File: config.mk
export PLATFORM = sky130hd
export DESIGN_NAME = router_sync_n
export DESIGN_NICKNAME = d
export VERILOG_FILES = /design/src/rtl/router_sync_n.sv
export SDC_FILE = /design/constraint.sdc
export NUM_CORES = 1
export LEC_CHECK = 0
export CORE_UTILIZATION = 50
export CTS_BUF_LIST = sky130_fd_sc_hd__clkbuf_2
export DETAILED_ROUTE_END_ITERATION = 12
export PLACE_DENSITY = 0.76
export SYNTH_ARGS = -nofsm -noshare
export SYNTH_HDL_FRONTEND = slang
export SYNTH_SLANG_ARGS = --single-unit
export TNS_END_PERCENT = 50
File: constraint.sdc
create_clock -name clk -period 2.6 [get_ports clk]
set_input_delay 0.52 -clock clk [delete_from_list [all_inputs] [get_ports clk]]
set_output_delay 0.52 -clock clk [all_outputs]
set_load 0.05 [all_outputs]
File: src/rtl/router_sync_n.sv
// router_sync_n: N-output synchroniser between the router FSM and its output
// FIFOs. It latches the packet destination, decodes it into one-hot FIFO write
// enables, returns the addressed FIFO's full flag, drives per-port valids from
// the FIFO empty flags, and fires a one-cycle soft reset on any port whose data
// sits unread for TIMEOUT consecutive cycles. Destinations at or beyond
// NUM_PORTS are flagged and never write or stall, so such packets get dropped.
module router_sync_n #(
  parameter int NUM_PORTS = 3,
  parameter int ADDR_W    = 2,
  parameter int TIMEOUT   = 30,
  parameter int CNT_W     = 8
) (
  input  logic                 clk,
  input  logic                 resetn,
  input  logic                 detect_add,
  input  logic                 write_enb_reg,
  input  logic [ADDR_W-1:0]    datain,
  input  logic [NUM_PORTS-1:0] read_enb,
  input  logic [NUM_PORTS-1:0] empty,
  input  logic [NUM_PORTS-1:0] full,
  output logic [NUM_PORTS-1:0] vld_out,
  output logic [NUM_PORTS-1:0] write_enb,
  output logic                 fifo_full,
  output logic [NUM_PORTS-1:0] soft_reset,
  output logic                 addr_err
);

  // One extra bit so that NUM_PORTS == 2**ADDR_W still fits in the compare.
  localparam logic [ADDR_W:0]  PORT_LIMIT = (ADDR_W + 1)'(NUM_PORTS);
  localparam logic [CNT_W-1:0] CNT_LAST   = CNT_W'(TIMEOUT - 1);

  logic [ADDR_W-1:0] addr_q;
  logic [CNT_W-1:0]  cnt [NUM_PORTS];

  // Capture the destination on the FSM strobe and flag it if no such port exists.
  always_ff @(posedge clk or negedge resetn) begin
    if (!resetn) begin
      addr_q   <= '0;
      addr_err <= 1'b0;
    end else if (detect_add) begin
      addr_q   <= datain;
      addr_err <= ({1'b0, datain} >= PORT_LIMIT);
    end
  end

  // Decode the latched destination into a write enable and pick its full flag.
  always_comb begin
    write_enb = '0;
    fifo_full = 1'b0;
    for (int i = 0; i < NUM_PORTS; i++) begin
      if (!addr_err && (addr_q == ADDR_W'(i))) begin
        write_enb[i] = write_enb_reg;
        fifo_full    = full[i];
      end
    end
  end

  assign vld_out = ~empty;

  // Per-port watchdog: count unread-valid cycles and pulse soft_reset on expiry.
  always_ff @(posedge clk or negedge resetn) begin
    if (!resetn) begin
      for (int i = 0; i < NUM_PORTS; i++) begin
        cnt[i] <= '0;
      end
      soft_reset <= '0;
    end else begin
      for (int i = 0; i < NUM_PORTS; i++) begin
        if (!vld_out[i] || read_enb[i]) begin
          cnt[i]        <= '0;
          soft_reset[i] <= 1'b0;
        end else if (cnt[i] == CNT_LAST) begin
          cnt[i]        <= '0;
          soft_reset[i] <= 1'b1;
        end else begin
          cnt[i]        <= cnt[i] + CNT_W'(1);
          soft_reset[i] <= 1'b0;
        end
      end
    end
  end

endmodule

==> impl_metrics.yaml, run 1 <==
cts:
  cts-root-buf: "clkbuf_2"
  cts_tree: "yes"
  cts.clk_slew.worst_paths_ps: 160
  cts_resized: 0
  postCtsSetupBuffers: 0
  clk_latency_ps: 360
  hold_buffers: 0
  cts.path.max_buffers: 2
  htree_levels: 2
  cts_buffers: 5
  cts.sinks: 30
job:
  maxCapViolCount: 0
routing:
  viasPerCell: 5.68
  wl_met1_um: 1200
  wl_um: 2740
  drcViolationCount: 0
  ant_nets: 0
  route.top_layer_used: "met4"
  drt_iter0_drc: 30
  post_drt_wl_per_cell_um: 13.2
  dr.pass1.iters: 4
  vias: 1176
  met3WireLength_um: 121
  wl_met2_um: 1370
power:
  power_density_nw_per_um2: 455
  ir_worst_vdd_v: 0.000292
  power_uw: 835
  leakage_uw: 0.000752
placed_design:
  hpwl_um: 2030
  gp_congestion: 0.762
  postPlaceCellArea_sq_um: 1790
  port-buffer-count: 25
final_layout:
  num_antenna_cells: 0
  layout_common_cells: "dfrtp_1 (30), clkdlybuf4s50_1 (18), nor2_1 (14)"
  final_common_cell: "dfrtp_1"
  final_util_pct: 66.5
  drive_above_1_share_pct: 14.2
  nNetsFinal: 196
  fin_area_sq_um: 1830
  area_growth_pct: 25.3
grt:
  grt_pass1_vias: 1188
  grt_pass1_wl_um: 5040
  grt_remaining_overflow: 0
  antenna_found_initial: 0
  grtUsageTotal_pct: 20.8
  grt_max_degree: 31
die:
  rows: 19
  die_y_um: 56.1
  core_sq_um: 2760
  io_pins: 26
  start_util_pct: 53.0
  die_x_um: 56.1
  die_area_sq_um: 3150
synthesis:
  async_flop_share_pct: 100
  ys_seq_elements: 30
  syn-num-nets: 164
  synth.distinct_cells: 34
  yosysWarnings: 0
  syn_area_per_cell_sq_um: 10.2
  synth_cells: 143
  syn_area_sq_um: 1460
  synth_ff_type: "dfrtp_1"
  ys_seq_area_share_pct: 51.3
  synth_edf_count: 0
sta:
  max-slew-margin-rel_pct: 45.6
  rsz0062_at_grt: "no"
  finalCritPeriodShare_pct: 86.9
  fmax_mhz: 443
  min_period_ps: 2260
  fin_setup_tns_ps: 0
  hold_viol: 0
  setup_viol: 0
  fin_skew_ps: 19.8
  slew_viol_final: 0
  tightest_slew_ps: 809
  fin_hold_ws_ps: 500
critical_path:
  critPathMaxFanout: 3
  startpoint_type: "primary input"
  crit_type: "primary input to output pin"
  worstSetupStartpoint: "write_enb_reg"
  cp.arrival_ps: 1740
  crit_required_ps: 2080
  reg2reg_from: "cnt[1]"
  end_kind: "output pin"
outcome:
  outcome: "complete, no violations"
hold_path:
  hp-class: "primary input to async pin"
[routing by layer]
layer  up-vias  global-route usage [%]
met1       559                    24.5
li1        585                       -
met2        27                    35.0
met3         5                    6.05
met5         -                       0
met4         0                    9.41
[power by group]
group | switching [uW] | leakage [uW] | internal [uW]
sequential | 12.0 | 0.000410 | 475
clock | 154 | 0.0000304 | 66.0
combinational | 66.2 | 0.000311 | 60.6
[area by class of cell]
cell class                      instances  area (sq um)
Fill cell                             212           925
Sequential cell                        30           751
Multi-Input combinational cell        103           681
Timing Repair Buffer                   26           290
Tap cell                               31          38.8
Inverter                                9          33.8
Clock buffer                            6          30.0
Clock inverter                          2          8.76
[critical path: stages]
cell and delay [ps]:
clkdlybuf4s50_1 490, nor4bb_1 520, buf_12 210
[cells in the mapped netlist, types with 2 or more instances]
cell       count  area [sq um]
nor4b_1        2          17.5
a31oi_1        3          18.8
ha_1           6          75.1
inv_1          9          33.8
xor2_1         2          17.5
nand4_1        2          12.5
xnor2_1        3          26.3
a311oi_1       2          17.5
dfrtp_1       30           751
nand3_1        6          30.0
mux2_2         2          22.5
or4_1          2          15.0
nand2_1        7          26.3
nor4bb_1       2          20.0
nor4_1         2          12.5
a21oi_1       10          50.1
or3_1          5          31.3
o31ai_1        3          22.5
o21ai_0       12          60.1
nor2_1        14          52.6
or2_2          4          25.0
or4b_1         2          20.0
nand4bb_1      2          22.5
[state kept, by name, summed over array words and instances, names as in the netlist]
signal      cells
addr_q          2
addr_err        1
cnt            24
soft_reset      3
[worst paths after layout]
kind | slack (ps) | to | depth (start not counted)
worst max-delay path | 340 | write_enb[2] | 3
worst min-delay path | 500 | soft_reset[2] | 2
worst max register to register | 930 | cnt[2] | 5
worst min register to register | 500 | cnt[0] | 1
max in group asynchronous | 1800 | cnt[0] | 2
min in group clk | 500 | cnt[0] | 1
[stage by stage]
stage,instances,worst slack (ps)
floorplan,143,-129
global placement,199,424
detailed placement,199,354
CTS,207,350
global route,207,295
finish,207,340
[cells by family after synthesis]
group                      share of synthesized area, %
AOI/OAI and AO/OA                                  13.2
xor gates and xnor gates                           2.99
adders and majority gates                          5.13
buffers and inverters                              2.57
DFF                                                51.3
muxes                                              2.22
and+or+nand+nor                                    22.6
Power figures use the tool's default switching activity.
==> run 2, diff against run 1 <==
Settings changed: SKIP_CTS_REPAIR_TIMING set to 1.
==> results of run 2 <==
Same layout as run 1: the final DEF is identical, and so are final timing and power.
==> run 3, diff against run 2 <==
Settings changed: CORE_UTILIZATION 50 to 58, PLACE_DENSITY 0.76 to 0.87.
==> run 3 against run 2 <==
Compared with the run above: sequential power about the same; register-to-register slack worse by 20 ps; first-iteration DRC count down 50%; design area down 0.41%; non-clock buffer count unchanged; cell count down 1.9%; die area down 13%; sequential cell count unchanged; fmax up 2.0%; core utilization up 13 points; highest routed layer unchanged.
==> impl_metrics.yaml, run 3 (synthesis gave the netlist of run 1 again) <==
power:
  power_density_nw_per_um2: 456
  leakage_uw: 0.000750
  ir_worst_vdd_v: 0.000318
cts:
  cts.sinks: 30
  htree_levels: 2
  cts-root-buf: "clkbuf_2"
  cts.path.max_buffers: 2
  cts_buffers: 5
  cts.clk_slew.worst_paths_ps: 160
  clk_latency_ps: 370
  cts_tree: "yes"
final_layout:
  area_growth_pct: 24.8
  largest_reg_flops: 24
  final_common_cell: "dfrtp_1"
  num_antenna_cells: 0
  drive_above_1_share_pct: 14.3
  final_util_pct: 79.5
  layout_common_cells: "dfrtp_1 (30), clkdlybuf4s50_1 (18), nor2_1 (14)"
  top_regs: "cnt x24, soft_reset x3, addr_q x2"
  top_register: "cnt"
  nNetsFinal: 196
critical_path:
  startpoint_type: "primary input"
  end_kind: "output pin"
  critPathMaxFanout: 3
  crit_required_ps: 2080
  crit_type: "primary input to output pin"
  cp.arrival_ps: 1700
hold_path:
  hp-class: "primary input to async pin"
routing:
  drt_iter0_drc: 15
  dr.pass1.iters: 4
  viasPerCell: 5.89
  vias: 1196
  wl_um: 3000
  drcViolationCount: 0
  ant_nets: 0
  post_drt_wl_per_cell_um: 14.8
sta:
  max-slew-margin-rel_pct: 43.8
  min_period_ps: 2220
  finalCritPeriodShare_pct: 85.2
  fin_skew_ps: 24.5
  rsz0062_at_grt: "no"
  fmax_mhz: 451
  tightest_slew_ps: 835
  setup_viol: 0
  hold_viol: 0
  fin_hold_ws_ps: 502
  slew_viol_final: 0
die:
  rows: 17
  die_y_um: 52.2
  die_x_um: 52.2
  io_pins: 26
  core_sq_um: 2300
  die_area_sq_um: 2730
  start_util_pct: 63.7
placed_design:
  port-buffer-count: 25
  hpwl_um: 2240
  gp_congestion: 0.842
outcome:
  outcome: "complete, no violations"
grt:
  grtUsageTotal_pct: 27.0
  antenna_found_initial: 0
  grt_pass1_vias: 1198
  grt_remaining_overflow: 0
  grt_max_degree: 31
  grt_pass1_wl_um: 5090
job:
  maxCapViolCount: 0
==> run 3: cell count changes in the layout (fill, tap and decap cells not counted), sizes merged <==
| cell | delta |
|---|---|
| clkbuf | -1 |
==> run 3: cell type report <==
cell class              instances  area, sq um
clock buffers                   5         25.0
clock inverters                 2         10.0
fillers                       160          472
inverters                       9         33.8
multi-input cells             103          681
flip-flops and latches         30          751
well taps                      28         35.0
repair buffers                 26          290
==> run 3: stage by stage <==
| stage | std cells | setup TNS [ps] | power, uW | area, sq um | setup WS [ps] |
|---|---|---|---|---|---|
| after floorplan | 143 | -258 | 555 | 1470 | -129 |
| after global routing | 203 | 0 | 867 | 1830 | 292 |
| after CTS | 203 | 0 | 837 | 1830 | 377 |
| final | 203 | 0 | 832 | 1830 | 384 |
| after global placement | 196 | 0 | 621 | 1790 | 422 |
| after detailed placement | 196 | 0 | 627 | 1790 | 390 |
==> run 3: critical path, stage by stage <==
cell             delay (ps)
clkdlybuf4s50_1         490
nor4bb_1                480
buf_12                  200
==> run 3: power breakdown <==
group	internal [uW]	switching, uW
sequential	475	12.9
clock	58.1	157
combinational	60.8	67.5
total	594	238
==> run 3: layer usage <==
metal  wire length (um)  share of wire, %  vias up  GRT usage, %
met5                  0                 0        -             0
met4                 56               1.9        0          14.0
met3                192               6.4        8          7.54
met2               1490                50       43          46.2
met1               1270                42      563          30.4
li1                   -                 -      582             -
==> run 3: worst paths after layout <==
| check | endpoint | cells after the start | slack (ps) | from |
|---|---|---|---|---|
| setup / recovery | write_enb[2] | 3 | 380 | write_enb_reg |
| hold / removal | cnt[21] | 2 | 500 | resetn |
| setup reg to reg | cnt[2] | 5 | 910 | cnt[1] |
| hold reg to reg | cnt[0] | 1 | 510 | cnt[0] |
| max in group asynchronous | soft_reset[1] | 2 | 1800 | resetn |
| min in group clk | cnt[0] | 1 | 510 | cnt[0] |
